==> src/rtl/zphoton_gate_counter.sv <==
// Gate-window photon counter: accumulates quench strobes over back-to-back gates
// of gate_len cycles and hands each total to the readout through a valid/ready register.
module zphoton_gate_counter #(
   parameter int CNT_W  = 32,
   parameter int GATE_W = 32
) (
   input  logic              clk,
   input  logic              rst_n,
   input  logic              en,
   input  logic              quench,
   input  logic [GATE_W-1:0] gate_len,
   output logic [CNT_W-1:0]  count_out,
   output logic              count_valid,
   input  logic              count_ready,
   output logic              overflow,
   output logic              lost_gate,
   output logic              busy
);

   typedef enum logic {IDLE = 1'b0, COUNT = 1'b1} state_t;

   state_t            state_q, state_d;
   logic [GATE_W-1:0] gate_rem_q, gate_rem_d;
   logic [CNT_W-1:0]  acc_q, acc_d, acc_inc;
   logic              acc_ovf_q, acc_ovf_d, ovf_inc;
   logic [CNT_W-1:0]  count_out_q, count_out_d;
   logic              count_valid_q, count_valid_d;
   logic              overflow_q, overflow_d;
   logic              lost_gate_q, lost_gate_d;
   logic              start_ok, last;

   always_comb begin
      start_ok = en && (gate_len != '0);
      last     = (state_q == COUNT) && (gate_rem_q == '0);

      // Saturating increment; acc_inc/ovf_inc include this cycle's strobe.
      acc_inc = acc_q;
      ovf_inc = acc_ovf_q;
      if (quench) begin
         if (&acc_q) ovf_inc = 1'b1;
         else        acc_inc = acc_q + CNT_W'(1);
      end

      state_d    = state_q;
      gate_rem_d = gate_rem_q;
      acc_d      = acc_q;
      acc_ovf_d  = acc_ovf_q;

      case (state_q)
         IDLE: begin
            if (start_ok) begin
               state_d    = COUNT;
               gate_rem_d = gate_len - GATE_W'(1);
               acc_d      = '0;
               acc_ovf_d  = 1'b0;
            end
         end
         COUNT: begin
            if (last) begin
               acc_d      = '0;
               acc_ovf_d  = 1'b0;
               gate_rem_d = start_ok ? gate_len - GATE_W'(1) : '0;
               if (!start_ok) state_d = IDLE;
            end else if (!en) begin
               state_d    = IDLE;
               gate_rem_d = '0;
               acc_d      = '0;
               acc_ovf_d  = 1'b0;
            end else begin
               gate_rem_d = gate_rem_q - GATE_W'(1);
               acc_d      = acc_inc;
               acc_ovf_d  = ovf_inc;
            end
         end
         default: state_d = IDLE;
      endcase

      count_out_d   = count_out_q;
      count_valid_d = count_valid_q;
      overflow_d    = overflow_q;
      lost_gate_d   = lost_gate_q;
      // A commit wins over an accept in the same cycle; overwriting an unread result is sticky-flagged.
      if (last) begin
         count_out_d   = acc_inc;
         overflow_d    = ovf_inc;
         count_valid_d = 1'b1;
         if (count_valid_q && !count_ready) lost_gate_d = 1'b1;
      end else if (count_valid_q && count_ready) begin
         count_valid_d = 1'b0;
      end
   end

   always_ff @(posedge clk) begin
      if (!rst_n) begin
         state_q       <= IDLE;
         gate_rem_q    <= '0;
         acc_q         <= '0;
         acc_ovf_q     <= 1'b0;
         count_out_q   <= '0;
         count_valid_q <= 1'b0;
         overflow_q    <= 1'b0;
         lost_gate_q   <= 1'b0;
      end else begin
         state_q       <= state_d;
         gate_rem_q    <= gate_rem_d;
         acc_q         <= acc_d;
         acc_ovf_q     <= acc_ovf_d;
         count_out_q   <= count_out_d;
         count_valid_q <= count_valid_d;
         overflow_q    <= overflow_d;
         lost_gate_q   <= lost_gate_d;
      end
   end

   assign count_out   = count_out_q;
   assign count_valid = count_valid_q;
   assign overflow    = overflow_q;
   assign lost_gate   = lost_gate_q;
   assign busy        = (state_q == COUNT);

endmodule

==> config.mk <==
export PLATFORM = sky130hd
export DESIGN_NAME = zphoton_gate_counter
export DESIGN_NICKNAME = d
export VERILOG_FILES = /design/src/rtl/zphoton_gate_counter.sv
export SDC_FILE = /design/constraint.sdc
export NUM_CORES = 1
export LEC_CHECK = 0
export ABC_CLOCK_PERIOD_IN_PS = 2800
export CORE_ASPECT_RATIO = 0.75
export CORE_MARGIN = 5
export CORE_UTILIZATION = 40
export CTS_CLUSTER_SIZE = 24
export DETAILED_ROUTE_END_ITERATION = 12
export HOLD_SLACK_MARGIN = 0.02
export SLEW_MARGIN = 0
export SYNTH_ARGS = -nofsm -noshare
export SYNTH_HDL_FRONTEND = slang
export SYNTH_SLANG_ARGS = --single-unit
export TNS_END_PERCENT = 30
==> constraint.sdc <==
create_clock -name clk -period 2.8 [get_ports clk]
set_input_delay 0.7 -clock clk [delete_from_list [all_inputs] [get_ports clk]]
set_output_delay 0.7 -clock clk [all_outputs]
set_load 0.02 [all_outputs]
=== Yosys cells after proc, flatten, opt, wreduce, memory -nomap -nowiden ===
Index checks and enable logic that the tools add are counted.

* Logic and storage cells: 46
* Input port bits: 37
* Output and inout bits: 36
* Bits in registers: 101

* Reduce and logical (&&, ||, !) cells: 10
* Bitwise gates (word level): 1
* Muxes and demuxes: 23
* Equality and inequality tests: 1
* $add $sub $neg: 3

{| class="wikitable"
|+ Operators with widths
! operator !! count
|-
| two-way mux 32 bit || 9
|-
| one-hot mux 32 bit (2 select lines) || 2
|-
| subtractor 32 x 1 -> 32 bit, second input constant || 2
|-
| adder 32 x 1 -> 32 bit, second input constant || 1
|-
| zero test 32 bit || 1
|-
| AND reduction 32 bit || 1
|-
| nonzero test 32 bit || 1
|-
| two-way mux 1 bit || 10
|-
| logical AND 1 bit || 4
|-
| one-hot mux 1 bit (2 select lines) || 2
|-
| != test 2 bit, second input constant || 1
|-
| AND reduction 2 bit || 1
|-
| nonzero test 2 bit || 1
|-
| zero test 1 bit || 1
|-
| NOT 1 bit || 1
|}

=== Depth between registers and ports, before layout ===
* Word-level depth: 6
* Mapped depth: 10
* Depth with buffers taken out: 8

=== Worst setup path after synthesis ===
Ideal clock, no wire load.

* Kind: input to register
* Start: input gate_len[1]
* End: register gate_rem_q[17]
* Data arrival time: 2.468 ns
* Stages: 8
* Required time: 2.684 ns
* Buffers on the path: 2
* Slack: 0.216 ns
* Path through: or4_1 > clkbuf_1 > or4_1 > clkbuf_1 > o31a_1 > nor3_1 > o22ai_1 > o211a_1

* Longest elaborated chain between the ends: 5
* Elaborated cells on any way between the ends: 8
* Classes of those cells: add/sub (1); eq/ne (1); mux (4); reduce/logical (2)

{| class="wikitable"
|+ Ends and longest elaborated chain
! what !! line !! RTL
|-
| from (decl) || 11 || <nowiki>input logic [GATE_W-1:0] gate_len,</nowiki>
|-
| parallel branches: the longest is 5 deep, another holds subtractor 32 x 1 -> 32 bit || -- ||
|-
| to (signal assigned) || 105 || <nowiki>gate_rem_q <= gate_rem_d;</nowiki>
|-
| to (decl) || 23 || <nowiki>logic [GATE_W-1:0] gate_rem_q, gate_rem_d;</nowiki>
|}

Several ways; the timed one is not identified. The select of a mux whose other input is x is not followed.
A chain may end at the register's enable or synchronous reset.

=== Worst setup path after layout ===
Same ends and word-level chain as after synthesis.

==> impl_metrics.py <==
metrics = {
    "outcome": {
        "status": "finished clean",
    },
    "grt": {
        "antenna_found_initial": 0,
        "grt_max_degree": 47,
        "grt_pass1_vias": 6102,
        "grt_use_total": 0.210,
        "grt_pass1_wl_mm": 31.7,
        "grt-ovfl-total": 0,
    },
    "floorplanning": {
        "die_area_mm2": 0.0181,
        "core.rowCount": 39,
        "die_h_um": 118,
        "initial_core_util": 0.408,
        "die_x_um": 154,
        "core-area_mm2": 0.0152,
        "io_pins": 73,
    },
    "setup_path": {
        "r2r_cells": 6,
        "r2r-start": "gate_rem_q[0]",
        "cp-endpoint": "gate_rem_q[17]",
        "startpoint": "gate_len[1]",
        "arrival_ns": 2.97,
        "path_max_fanout": 7,
        "required_ns": 3.04,
        "cp-end-kind": "flop",
        "r2r-end": "gate_rem_q[29]",
        "crit_type": "input pin to flop",
        "rrSetupSlack_ns": 0.18,
        "startpoint_type": "input pin",
    },
    "placement": {
        "post_dp_cell_area_mm2": 0.00793,
        "place.port_buffers": 72,
        "dp_hpwl_mm": 14.7,
        "dp_cells": 1127,
        "gp_congestion": 0.904,
    },
    "synthesis": {
        "seq_area_frac_synth": 0.326,
        "ys_seq_elements": 101,
        "synth_ff_type": "dfxtp_1",
        "yosys_warnings": 0,
        "synth_area_mm2": 0.00621,
        "yosysMostFrequentCell": "dfxtp_1",
        "synth_cells": 773,
        "synth_top_area_cell": "dfxtp_1",
        "synth_cell_types": 84,
        "syn_nets": 813,
        "synth.area.top_cells": "dfxtp_1, a21oi_1, xnor2_1",
        "syn_avg_cell_area_um2": 8.03,
        "yosysTopAreaCellShare": 0.326,
        "synth_edf_count": 0,
        "async_reset_ff_frac": 0,
        "synth_commonest_cells": "dfxtp_1, a21oi_1, nor2_1",
    },
    "sta": {
        "worstMarginPinSlew_ns": 0.680,
        "finalHoldViolCount": 0,
        "fin_crit_sh": 0.976,
        "rsz0062_at_grt": "true",
        "fmax_ghz": 0.366,
        "report.final.slew_viol_count": 0,
        "fin_worst_skew_ns": 0.00966,
        "hold_slack_ns": 0.468,
        "period_minus_slack_ns": 2.73,
        "slew_headroom": 0.546,
        "setup_viol": 0,
    },
    "final_layout": {
        "final_cells": 1145,
        "num_antenna_cells": 0,
        "final_nets": 975,
        "drive_gt1_frac": 0.196,
        "final_core_util": 0.544,
        "area_delta_synth_final_pct": 33.4,
        "stdcell_area_mm2": 0.00828,
    },
    "detailed_routing": {
        "wire_per_inst_um": 17.1,
        "first_pass_iters": 5,
        "drt_iter0_drc": 623,
        "drc": 0,
        "wl_mm": 19.5,
        "vias_per_cell": 5.80,
        "ant_nets": 0,
        "vias": 6639,
    },
    "clocking": {
        "clk_pin_slew_ns": 0.07,
        "htree_levels": 3,
        "cts.sinks": 101,
        "clock-root-buffer": "clkbuf_16",
        "cts.path.max_buffers": 2,
        "clk_latency_ns": 0.35,
        "cts_buffers": 9,
        "cts_tree": "done",
    },
    "power_and_ir_drop": {
        "p_leak_nw": 2.91,
        "powerDensity_mw_per_mm2": 405,
        "vdd.ir_drop.worst_v": 0.000279,
    },
    "run": {
        "drv_cap": 0,
    },
    "hold_path": {
        "hp-class": "flop to flop",
    },
}
-- logic make-up after synthesis --
| family | after synthesis | share of synthesized area |
|---|---|---|
| AOI/OAI and AO/OA | 258 | 0.265 |
| xor gates and xnor gates | 51 | 0.0719 |
| adders and majority gates | 3 | 0.00605 |
| buffers and inverters | 70 | 0.0564 |
| DFF | 101 | 0.326 |
| muxes | 2 | 0.00322 |
| and+or+nand+nor | 288 | 0.272 |
-- timing repair --
action / 4_1_cts / 5_1_grt
endpoints found under the setup margin: 19 / 23
endpoints found under the hold margin: 0 / 0
pin swaps: 0 / 1
resized for setup: 2 / 14
hold buffers: 0 / 0
setup buffers: 0 / 2
-- how the worst min path moves through the flow --
stage                      to  slack, ns  cells past startpoint            from
6_report        count_out[30]       0.47                      2   count_out[30]
5_1_grt             lost_gate       0.50                      1       lost_gate
4_1_cts         count_out[30]       0.47                      2   count_out[30]
3_5_place_dp    count_out[30]       0.46                      2   count_out[30]
3_3_place_gp        lost_gate       0.45                      1       lost_gate
2_1_floorplan  gate_rem_q[19]       0.45                      2  gate_rem_q[19]
-- routing by layer --
metal / GRT usage / routed length (um) / vias up
li1: - / - / 3245
met1: 0.321 / 9560 / 3146
met2: 0.310 / 8560 / 228
met3: 0.0342 / 1210 / 20
met4: 0.0425 / 213 / 0
met5: 0 / 0 / -
-- state kept, by name, indices dropped and copies added (netlist names) --
name / cells
lost_gate: 1
overflow: 1
count_out: 32
busy: 1
acc_ovf_q: 1
acc_q: 32
count_valid: 1
gate_rem_q: 32
-- per-stage QoR --
| step | setup WS (ns) | setup TNS, ns | total power [mW] |
|---|---|---|---|
| after detailed placement | -0.521 | -18.67 | 2.21 |
| after CTS | 0.00268 | 0 | 3.36 |
| after global routing | -0.0433 | -0.294 | 3.50 |
| after floorplan | 0.216 | 0 | 1.90 |
| after global placement | -0.424 | -16.87 | 2.19 |
| final | 0.0676 | 0 | 3.36 |
-- layout by cell type (no fill, tap or decap), drive strengths merged, types with 5 or more instances in the layout --
cell           netlist  routed
inv                 21      21
xor2                17      17
o211a                6       6
nor2                67      67
a21oi               80      80
nand2               44      44
o21ai               78      78
nor4                24      24
nand4               19      19
o22ai                9       9
and3                 5       5
a211oi              12      12
dfxtp              101     101
clkinvlp             0       5
nand3               26      26
nor4b                5       5
xnor2               34      34
buf                 23     126
and2                 5       5
clkbuf              23      11
nor3                37      37
and4                 6       6
or3                 15      15
clkdlybuf4s50        0      72
or4                 11      11
a21o                 5       5
o31ai                8       8
a31oi               16      16
-- power by group --
group	internal (mW)	total, mW	switching (mW)
clock network	0.603	1.16	0.558
registers	1.47	1.53	0.0534
logic	0.307	0.671	0.363
total	2.38	3.36	0.974
-- worst max-delay path: stages --
cell and delay [ns]:
clkdlybuf4s50_1 0.42, buf_4 0.15, or4_4 0.54, or4_4 0.44
buf_6 0.15, o31a_1 0.23, nor3_1 0.13, o22ai_1 0.09
o211a_1 0.12
-- layout make-up --
type                            instances  area [um2]
Fill cell                            1430        6940
Multi-Input combinational cell        602        3900
Sequential cell                       101        2020
Timing Repair Buffer                  198        1750
Tap cell                              205         256
Clock buffer                           11         233
Inverter                               23        86.3
Clock inverter                          5        37.5
(Power assumes the default switching activity.)
